### config.mk
export PLATFORM = sky130hd
export DESIGN_NAME = ssd_scan_scheduler_flat
export DESIGN_NICKNAME = d
export VERILOG_FILES = /design/src/rtl/ssd_scan_scheduler_if.sv /design/src/rtl/ssd_scan_scheduler.sv /design/src/flat_wrapper.sv
export SDC_FILE = /design/constraint.sdc
export NUM_CORES = 1
export LEC_CHECK = 0
export BUFFER_PORTS_ARGS = -buffer_cell sky130_fd_sc_hd__buf_4
export CAP_MARGIN = 40
export CORE_UTILIZATION = 40
export DETAILED_ROUTE_END_ITERATION = 7
export SYNTH_ARGS = -nofsm -noshare
export SYNTH_HDL_FRONTEND = slang
export SYNTH_SLANG_ARGS = --single-unit
### constraint.sdc
create_clock -name ssd_scan_scheduler_clk -period 4.57 [get_ports ssd_scan_scheduler_clk]
set_input_delay 0.914 -clock ssd_scan_scheduler_clk [delete_from_list [all_inputs] [get_ports ssd_scan_scheduler_clk]]
set_output_delay 0.914 -clock ssd_scan_scheduler_clk [all_outputs]
set_load 0.005 [all_outputs]
### src/rtl/ssd_scan_scheduler_if.sv
// Bundle between the nibble-producing datapath and the display scan scheduler.
// The master side owns the display contents and the update request; the
// slave side (the scheduler) answers with ack/frame and drives the SSD pins.
interface ssd_scan_scheduler_if #(
    parameter int DIGITS = 8
);
    logic [4*DIGITS-1:0] ssd_scan_scheduler_data;
    logic [DIGITS-1:0]   ssd_scan_scheduler_en;
    logic                ssd_scan_scheduler_lzb;
    logic                ssd_scan_scheduler_upd_req;
    logic                ssd_scan_scheduler_upd_ack;
    logic                ssd_scan_scheduler_frame;
    logic [6:0]          ssd_scan_scheduler_seg;
    logic [DIGITS-1:0]   ssd_scan_scheduler_an;

    modport master (
        output ssd_scan_scheduler_data,
        output ssd_scan_scheduler_en,
        output ssd_scan_scheduler_lzb,
        output ssd_scan_scheduler_upd_req,
        input  ssd_scan_scheduler_upd_ack,
        input  ssd_scan_scheduler_frame,
        input  ssd_scan_scheduler_seg,
        input  ssd_scan_scheduler_an
    );

    modport slave (
        input  ssd_scan_scheduler_data,
        input  ssd_scan_scheduler_en,
        input  ssd_scan_scheduler_lzb,
        input  ssd_scan_scheduler_upd_req,
        output ssd_scan_scheduler_upd_ack,
        output ssd_scan_scheduler_frame,
        output ssd_scan_scheduler_seg,
        output ssd_scan_scheduler_an
    );
endinterface

### src/rtl/ssd_scan_scheduler.sv
// Seven-segment scan scheduler: walks DIGITS slots of PRESCALE cycles each,
// blanks the first BLANK cycles of every slot against ghosting, and only
// swaps in new display contents at frame boundaries via a req/ack handshake.
// All pin outputs are registered and computed from next-state values, so
// what is on the pins always matches the slot counters of the same cycle.
module ssd_scan_scheduler #(
    parameter int DIGITS   = 8,
    parameter int PRESCALE = 100_000,
    parameter int BLANK    = 1
) (
    input  logic ssd_scan_scheduler_clk,
    input  logic ssd_scan_scheduler_rst,
    ssd_scan_scheduler_if.slave bus
);
    localparam int CW = (PRESCALE > 1) ? $clog2(PRESCALE) : 1;
    localparam int DW = (DIGITS > 1) ? $clog2(DIGITS) : 1;
    localparam logic [CW-1:0] CNT_MAX   = CW'(PRESCALE - 1);
    localparam logic [DW-1:0] DIGIT_MAX = DW'(DIGITS - 1);
    localparam logic [31:0]   BLANK_U   = BLANK;

    typedef enum logic {
        ST_BLANK = 1'b0,
        ST_SHOW  = 1'b1
    } slot_state_t;

    // Slot timing and run state
    logic              run_reg;
    logic [CW-1:0]     cnt_reg, cnt_next;
    logic [DW-1:0]     digit_reg, digit_next;
    logic              frame_end;
    slot_state_t       state_reg, state_next;

    // Shadow copy of the display contents, only changed at frame boundaries
    logic [4*DIGITS-1:0] shadow_data_reg, shadow_data_next;
    logic [DIGITS-1:0]   shadow_en_reg, shadow_en_next;
    logic                shadow_lzb_reg, shadow_lzb_next;
    logic                latch;

    // Registered pin drivers
    logic [6:0]          seg_reg, seg_next;
    logic [DIGITS-1:0]   an_reg, an_next;
    logic                ack_reg;
    logic                frame_reg, frame_next;

    // Per-digit views of the next shadow contents
    logic [3:0]          nib_next [DIGITS];
    logic [DIGITS:0]     zero_from;
    logic [DIGITS-1:0]   visible;

    // Active-low hex decode, bit0 = a ... bit6 = g
    function automatic logic [6:0] hex_decode(input logic [3:0] nib);
        logic [6:0] s;
        case (nib)
            4'h0:    s = 7'b1000000;
            4'h1:    s = 7'b1111001;
            4'h2:    s = 7'b0100100;
            4'h3:    s = 7'b0110000;
            4'h4:    s = 7'b0011001;
            4'h5:    s = 7'b0010010;
            4'h6:    s = 7'b0000010;
            4'h7:    s = 7'b1111000;
            4'h8:    s = 7'b0000000;
            4'h9:    s = 7'b0010000;
            4'hA:    s = 7'b0001000;
            4'hB:    s = 7'b0000011;
            4'hC:    s = 7'b1000110;
            4'hD:    s = 7'b0100001;
            4'hE:    s = 7'b0000110;
            default: s = 7'b0001110;
        endcase
        return s;
    endfunction

    // Slot/digit counters; the first cycle after reset release starts at slot 0
    always_comb begin
        cnt_next   = cnt_reg;
        digit_next = digit_reg;
        frame_end  = 1'b0;
        if (!run_reg) begin
            cnt_next   = '0;
            digit_next = '0;
        end else if (cnt_reg == CNT_MAX) begin
            cnt_next = '0;
            if (digit_reg == DIGIT_MAX) begin
                digit_next = '0;
                frame_end  = 1'b1;
            end else begin
                digit_next = digit_reg + DW'(1);
            end
        end else begin
            cnt_next = cnt_reg + CW'(1);
        end
    end

    // Latch new contents only on the edge that closes the last frame cycle
    always_comb begin
        latch            = frame_end & bus.ssd_scan_scheduler_upd_req;
        shadow_data_next = shadow_data_reg;
        shadow_en_next   = shadow_en_reg;
        shadow_lzb_next  = shadow_lzb_reg;
        if (latch) begin
            shadow_data_next = bus.ssd_scan_scheduler_data;
            shadow_en_next   = bus.ssd_scan_scheduler_en;
            shadow_lzb_next  = bus.ssd_scan_scheduler_lzb;
        end
    end

    // Leading-zero chain: zero_from[i] is set when nibbles i..DIGITS-1 are all zero
    assign zero_from[DIGITS] = 1'b1;
    generate
        for (genvar gi = 0; gi < DIGITS; gi++) begin : g_digit
            assign nib_next[gi]  = shadow_data_next[4*gi +: 4];
            assign zero_from[gi] = (nib_next[gi] == 4'h0) & zero_from[gi+1];
            if (gi == 0) begin : g_units
                // The units digit always shows, so an all-zero value reads "0"
                assign visible[gi] = shadow_en_next[gi];
            end else begin : g_upper
                assign visible[gi] = shadow_en_next[gi] & ~(shadow_lzb_next & zero_from[gi]);
            end
        end
    endgenerate

    // Slot FSM transition: blank window at the start of each slot, then show
    always_comb begin
        state_next = state_reg;
        case (state_reg)
            ST_BLANK: if (32'(cnt_next) >= BLANK_U) state_next = ST_SHOW;
            ST_SHOW:  if (32'(cnt_next) <  BLANK_U) state_next = ST_BLANK;
            default:  state_next = ST_BLANK;
        endcase
    end

    // Pin values for the coming cycle, derived from next-state so no display lag
    always_comb begin
        seg_next   = 7'h7F;
        an_next    = '1;
        frame_next = (cnt_next == '0) && (digit_next == '0);
        if (state_next == ST_SHOW && visible[digit_next]) begin
            an_next[digit_next] = 1'b0;
            seg_next            = hex_decode(nib_next[digit_next]);
        end
    end

    // Single state register: counters, FSM, shadow contents and pin outputs
    always_ff @(posedge ssd_scan_scheduler_clk) begin
        if (ssd_scan_scheduler_rst) begin
            run_reg         <= 1'b0;
            cnt_reg         <= '0;
            digit_reg       <= '0;
            state_reg       <= ST_BLANK;
            shadow_data_reg <= '0;
            shadow_en_reg   <= '0;
            shadow_lzb_reg  <= 1'b0;
            seg_reg         <= 7'h7F;
            an_reg          <= '1;
            ack_reg         <= 1'b0;
            frame_reg       <= 1'b0;
        end else begin
            run_reg         <= 1'b1;
            cnt_reg         <= cnt_next;
            digit_reg       <= digit_next;
            state_reg       <= state_next;
            shadow_data_reg <= shadow_data_next;
            shadow_en_reg   <= shadow_en_next;
            shadow_lzb_reg  <= shadow_lzb_next;
            seg_reg         <= seg_next;
            an_reg          <= an_next;
            ack_reg         <= latch;
            frame_reg       <= frame_next;
        end
    end

    assign bus.ssd_scan_scheduler_seg     = seg_reg;
    assign bus.ssd_scan_scheduler_an      = an_reg;
    assign bus.ssd_scan_scheduler_upd_ack = ack_reg;
    assign bus.ssd_scan_scheduler_frame   = frame_reg;
endmodule

### src/flat_wrapper.sv
// flat-port wrapper written by rule: the top's interface ports become plain ports
module ssd_scan_scheduler_flat 
#(
    parameter int DIGITS   = 8,
    parameter int PRESCALE = 100_000,
    parameter int BLANK    = 1
)
  (ssd_scan_scheduler_clk, ssd_scan_scheduler_rst, bus_ssd_scan_scheduler_data, bus_ssd_scan_scheduler_en, bus_ssd_scan_scheduler_lzb, bus_ssd_scan_scheduler_upd_req, bus_ssd_scan_scheduler_upd_ack, bus_ssd_scan_scheduler_frame, bus_ssd_scan_scheduler_seg, bus_ssd_scan_scheduler_an);
  ssd_scan_scheduler_if #(.DIGITS(DIGITS)) bus_i ();
  input  logic ssd_scan_scheduler_clk;
  input  logic ssd_scan_scheduler_rst;
  input wire logic [$bits(bus_i.ssd_scan_scheduler_data)-1:0] bus_ssd_scan_scheduler_data;
  input wire logic [$bits(bus_i.ssd_scan_scheduler_en)-1:0] bus_ssd_scan_scheduler_en;
  input wire logic [$bits(bus_i.ssd_scan_scheduler_lzb)-1:0] bus_ssd_scan_scheduler_lzb;
  input wire logic [$bits(bus_i.ssd_scan_scheduler_upd_req)-1:0] bus_ssd_scan_scheduler_upd_req;
  output wire logic [$bits(bus_i.ssd_scan_scheduler_upd_ack)-1:0] bus_ssd_scan_scheduler_upd_ack;
  output wire logic [$bits(bus_i.ssd_scan_scheduler_frame)-1:0] bus_ssd_scan_scheduler_frame;
  output wire logic [$bits(bus_i.ssd_scan_scheduler_seg)-1:0] bus_ssd_scan_scheduler_seg;
  output wire logic [$bits(bus_i.ssd_scan_scheduler_an)-1:0] bus_ssd_scan_scheduler_an;
  assign bus_i.ssd_scan_scheduler_data = bus_ssd_scan_scheduler_data;
  assign bus_i.ssd_scan_scheduler_en = bus_ssd_scan_scheduler_en;
  assign bus_i.ssd_scan_scheduler_lzb = bus_ssd_scan_scheduler_lzb;
  assign bus_i.ssd_scan_scheduler_upd_req = bus_ssd_scan_scheduler_upd_req;
  assign bus_ssd_scan_scheduler_upd_ack = bus_i.ssd_scan_scheduler_upd_ack;
  assign bus_ssd_scan_scheduler_frame = bus_i.ssd_scan_scheduler_frame;
  assign bus_ssd_scan_scheduler_seg = bus_i.ssd_scan_scheduler_seg;
  assign bus_ssd_scan_scheduler_an = bus_i.ssd_scan_scheduler_an;
  ssd_scan_scheduler #(.DIGITS(DIGITS), .PRESCALE(PRESCALE), .BLANK(BLANK)) u_core (.ssd_scan_scheduler_clk(ssd_scan_scheduler_clk), .ssd_scan_scheduler_rst(ssd_scan_scheduler_rst), .bus(bus_i));
endmodule
After elaboration in Yosys (flattened, before gate mapping)
Memories as Yosys holds them, arrays and structs flattened. A register that Yosys moved wholly into a read port is not among the register bits.
Index checks and enable logic that the tools add are counted.

word-level totals
  register bits after elaboration = 73
  memory bits (read-only) = 112
  input port bits = 44
  output and inout bits = 17
  word-level logic and storage cells = 87
  memories kept = 1

operators by class
  $add $sub $neg = 2
  order comparisons = 5
  equal/unequal tests = 2
  multiplexer cells = 22
  bitwise gates (word level) = 32
  reduce and logical (&&, ||, !) cells = 13

memories
  memory            depth  width  read ports  clocked after Yosys merged registers in  write ports  line                      source
  (name not given)  16     7      1           1                                        0            ssd_scan_scheduler.sv:53  case (nib)

operator list
  kind                   number
  $mux 17                2
  $mux 32                1
  $logic_not 4->1        7
  $and 1x1->1            21
  $add 17x1->17 const B  1
  $eq 17x17->1 const B   1
  $ge 17x1->1 const B    1
  $logic_not 17->1       1
  $lt 17x1->1 const B    1
  $bmux 4 s3             1
  $mux 1                 9
  $mux 3                 3
  $not 1->1              9
  $mux 4                 2
  $mux 8                 1
  $not 8->8              1
  $ge 4x4->1 const B     1
  $lt 3x4->1 const B     1
  $not 3->4              1
  $add 3x1->3 const B    1
  $bmux 1 s3             1
  $demux 1 s3            1
  $eq 3x3->1 const B     1
  $ge 3x1->1 const B     1
  4 further kinds        6

Longest topological paths before layout
  depth after elaboration = 21
  mapped depth = 16
  mapped depth without buffers = 13

Worst setup path before layout
OpenSTA, ideal clock, no wires.

  kind = register to register
  start point = register u_core.cnt_reg[5]
  end point = register u_core.seg_reg[3] (netlist: u_core.bus.ssd_scan_scheduler_seg[3])
  library setup time = 0.114 ns
  data arrival time = 3.658 ns
  data required time = 4.456 ns
  slack = 0.797 ns
  stages on the path, launching flop included = 15
  buffers on the path = 2
  period minus slack after synthesis = 3.773 ns
  cell sequence = dfxtp_1 -> buf_2 -> or4b_4 -> nor4_4 -> mux2_4 -> nand2_4 -> buf_6 -> mux2i_1 -> a211oi_1 -> nor4_1 -> inv_1 -> ha_1 -> mux2i_1 -> nand2_1 -> a21bo_1

between the ends
  cells in the longest elaborated chain, start to end = 20
  elaborated cells on any way between the ends = 60
  those cells by class = add/sub: 1; order compare: 2; eq/ne: 1; mux: 17; bitwise: 30; reduce/logical: 9

ends and longest elaborated chain
  what                              line                       source
  start: declaration                ssd_scan_scheduler.sv:28   logic [CW-1:0] cnt_reg, cnt_next;
  start signal: assignment          ssd_scan_scheduler.sv:160  cnt_reg <= cnt_next;
  $eq 17x17->1                      ssd_scan_scheduler.sv:82   end else if (cnt_reg == CNT_MAX) begin
  $mux 1                            ssd_scan_scheduler.sv:82
  $mux 1                            ssd_scan_scheduler.sv:79   if (!run_reg) begin
  $and 1x1->1                       ssd_scan_scheduler.sv:97   latch = frame_end & bus.ssd_scan_scheduler_upd_req;
  $mux 32                           ssd_scan_scheduler.sv:101  if (latch) begin
  $logic_not 4->1                   ssd_scan_scheduler.sv:113  assign zero_from[gi] = (nib_next[gi] == 4'h0) & zero_from[gi+1];
  $and 1x1->1 (6 in a row)          ssd_scan_scheduler.sv:113
  $and 1x1->1                       ssd_scan_scheduler.sv:118  assign visible[gi] = shadow_en_next[gi] & ~(shadow_lzb_next & zero_from[gi]);
  $not 1->1                         ssd_scan_scheduler.sv:118
  $and 1x1->1                       ssd_scan_scheduler.sv:118
  $bmux 1 s3                        ssd_scan_scheduler.sv:138  if (state_next == ST_SHOW && visible[digit_next]) begin
  $mux 1 (implied by the code)      ssd_scan_scheduler.sv:138
  $logic_and 1x1->1                 ssd_scan_scheduler.sv:138
  $not 1->1 (no source line)        --
  $reduce_or 2->1 (no source line)  --
  end: declaration                  ssd_scan_scheduler.sv:40   logic [6:0] seg_reg, seg_next;

Parallel ways exist; a longest one is shown, timed or not. The select of a mux whose other input is x is not followed.
A chain may end at the register's enable or synchronous reset.

Worst setup path in the final report
  start point = register u_core.cnt_reg[5]
  end point = register u_core.seg_reg[4] (netlist: u_core.bus.ssd_scan_scheduler_seg[4])

The elaborated chain is that of the path after synthesis.

==> impl_metrics.tcl <==
set metrics [dict create \
    dr.pass1.iters 4 \
    rsz0062_at_grt "false" \
    drive_gt1_frac 0.191 \
    drt_iter0_markers 163 \
    pwr-share-clk 0.443 \
    dpl_cell_area_um2 4740 \
    report.final.slew_viol_count 0 \
    cts_root_buf "clkbuf_8" \
    finalSetupViolCount 0 \
    crit_arrival_ns 4.26 \
    grt-ovfl-total 0 \
    syn2layout_area_growth_pct 19.1 \
    port_buffers 60 \
    grt_max_degree 46 \
    worstSkewPairLatency_ns 0.37 \
    die_w_um 104 \
    startpoint_type "flop" \
    cp_slowest_cell "or4b_1" \
    synth_edf_count 0 \
    stdcell_area_um2 4960 \
    vias_per_cell 5.54 \
    power.density_nw_per_um2 272 \
    cts_tree "built" \
    p_int_mw 1.04 \
    synth_top_flop_cell "dfxtp_1" \
    routedWlPerCell_um 16.2 \
    ys_warn_count 0 \
    finalClockSkew_ns 0.0145 \
    clock_sinks 79 \
    cts-buffers-inserted 9 \
    io-pin-count 61 \
    grt_util_all_layers 0.210 \
    drc_errors 0 \
    worstPathRequired_ns 4.85 \
    cts_resized 0 \
    path_cells "or4b_4 -> nor4b_2 -> nand3_2 -> buf_4 -> buf_4 -> mux2i_1 -> o22ai_1 -> or4b_1 -> buf_4 -> mux2_2 -> o221ai_1" \
    syn_inst 497 \
    die_y_um 104 \
    syn_area_per_cell_um2 8.39 \
    path_max_fanout 13 \
    ys_seq_elements 79 \
    dr_total_vias 3806 \
    grt_pass1_vias 3653 \
    num_rows 36 \
    post_cts_buffers 0 \
    p_comb_frac 0.045 \
    fmax_mhz 251 \
    crit_top_cell "buf_4" \
    nNetsFinal 602 \
    cp-end-kind "flop" \
    p_sw_frac 0.232 \
    r2r_slack_ns 0.59 \
    initial_core_util 0.419 \
    cts-hold-fix-buffers 0 \
    synth_area_um2 4170 \
    synth-async-reset-ratio 0 \
    yosysSeqAreaShare 0.379 \
    tightest_slew_ns 0.657 \
    cap_violations 0 \
    ctsLongestPathBuffers 2 \
    synth_nets 550 \
    outcome "finished clean" \
    period_needed_ns 3.98 \
    place_congestion 0.891 \
    p_total_mw 1.35 \
    ant_nets 0 \
    whs_ns 0.455 \
    die_area_um2 10800 \
    ir_drop_v 0.000194 \
    fin_crit_sh 0.871 \
    dp_hpwl_um 8440 \
    grt_pass1_wl_um 18100 \
    htreeDepth 3 \
    slew_headroom 0.558 \
    worst-setup-path-type "flop to flop" \
    clk_pin_slew_ns 0.09 \
    setup_tns_ns 0 \
    leakage_nw 1.99 \
    drt_wl_total_um 11200 \
    yosysUniqueCellTypes 60 \
    core_um2 9950 \
    largest_reg_flops 32 \
    antenna_cells 0 \
    critical_path.max_stage_delay_ns 0.65 \
    hold_path_class "flop to flop" \
    power.net_switching_mw 0.312 \
    cp_top_family "simple AND/OR/NAND/NOR gates" \
    pwr-share-seq 0.513 \
    antenna_found_initial 0 \
    crit_buf_inv 3 \
    hold_viol_final 0 \
]
==> worst reg2reg max path, stage by stage (launching register included) <==
cell      delay, ns
dfxtp_1        0.39
or4b_4         0.60
nor4b_2        0.35
nand3_2        0.39
buf_4          0.35
buf_4          0.18
mux2i_1        0.19
o22ai_1        0.10
or4b_1         0.65
buf_4          0.24
mux2_2         0.28
o221ai_1       0.17
==> cell type report <==
class	count	area, um2
fillers	946	4990
multi-input cells	376	2400
clock inverters	7	104
clock buffers	9	124
well taps	133	166
repair buffers	73	548
flip-flops and latches	79	1580
inverters	10	37.5
==> kinds of logic (layout without fill, tap and decap cells) <==
logic type                 count (synthesis)  after routing  share of synthesized area
and+or+nand+nor                          230            230                      0.288
muxes                                     40             40                     0.0984
xor gates and xnor gates                  19             19                     0.0399
AOI/OAI and AO/OA                         78             78                      0.121
adders and majority gates                  9              9                     0.0270
DFF                                       79             79                      0.379
buffers and inverters                     42             99                     0.0456
==> placed cells by master (no fill, tap or decap), drive strengths merged, types with 2 or more instances in the layout <==
master	instances
nand2b	7
nor3	11
clkbuf	9
buf	73
a21o	3
or4	11
ha	9
or2b	3
dfxtp	79
o22ai	10
o31a	2
nand3	28
clkinv	2
and4	5
a211oi	2
nand2	60
o221ai	5
nand4	7
nor3b	2
or4b	3
a21oi	26
and2	3
or3	3
bufinv	2
mux2i	35
nor4	12
nor4b	4
o21ai	15
nor2	61
a31o	2
inv	12
mux2	5
and3	3
xnor2	11
xor2	8
a311oi	2
a211o	2
nand3b	2
==> final timing paths <==
| check | start | end | cells past startpoint |
|---|---|---|---|
| setup / recovery | u_core.cnt_reg[5] | u_core.bus.ssd_scan_scheduler_seg[4] | 11 |
| hold / removal | u_core.shadow_data_reg[3] | u_core.shadow_data_reg[3] | 2 |
| setup reg to reg | u_core.cnt_reg[5] | u_core.bus.ssd_scan_scheduler_seg[4] | 11 |
| hold reg to reg | u_core.shadow_data_reg[3] | u_core.shadow_data_reg[3] | 2 |
==> per-layer routing <==
metal / GRT usage / vias to the layer above / wire [um]
li1: - / 1876 / -
met1: 0.253 / 1823 / 4930
met2: 0.371 / 89 / 5590
met3: 0.0370 / 18 / 408
met4: 0.0837 / 0 / 240
met5: 0 / - / 0
==> cell usage after synthesis (all sizes together) (3+ instances only) <==
| library cell | n | area share |
|---|---|---|
| inv | 10 | 0.0090 |
| ha | 9 | 0.027 |
| nand2b | 7 | 0.011 |
| or3 | 3 | 0.0045 |
| and4 | 5 | 0.011 |
| or4 | 11 | 0.020 |
| a21oi | 26 | 0.031 |
| nand2 | 60 | 0.056 |
| mux2 | 5 | 0.014 |
| nor2 | 61 | 0.057 |
| nor4b | 4 | 0.0099 |
| nor3 | 11 | 0.013 |
| xnor2 | 11 | 0.023 |
| o22ai | 10 | 0.015 |
| buf | 13 | 0.020 |
| dfxtp | 79 | 0.38 |
| and3 | 3 | 0.0045 |
| xor2 | 8 | 0.017 |
| and2 | 3 | 0.0045 |
| o21ai | 15 | 0.018 |
| nand4 | 7 | 0.011 |
| or4b | 3 | 0.0090 |
| mux2i | 35 | 0.084 |
| a21o | 3 | 0.0054 |
| nor4 | 12 | 0.022 |
| nand3 | 28 | 0.034 |
| or2b | 3 | 0.0054 |
| clkbuf | 19 | 0.017 |
| o221ai | 5 | 0.011 |
==> per-stage QoR <==
step	cells	setup slack [ns]	utilization
6_report	687	0.592	0.499
5_1_grt	687	0.287	0.499
4_1_cts	687	0.572	0.499
3_5_place_dp	671	0.604	0.476
3_3_place_gp	671	0.694	0.476
2_1_floorplan	497	0.797	-
==> power groups by stage <==
| stage | Sequential, mW | Clock [mW] | Combinational (mW) |
|---|---|---|---|
| final | 0.691 | 0.597 | 0.0601 |
| after global routing | 0.691 | 0.631 | 0.0648 |
| after detailed placement | 0.707 | 0 | 0.0605 |
| after floorplan | 0.707 | 0 | 0.0181 |
| after global placement | 0.707 | 0 | 0.0601 |
| after CTS | 0.691 | 0.612 | 0.0607 |
Power figures use the tool's default switching activity.
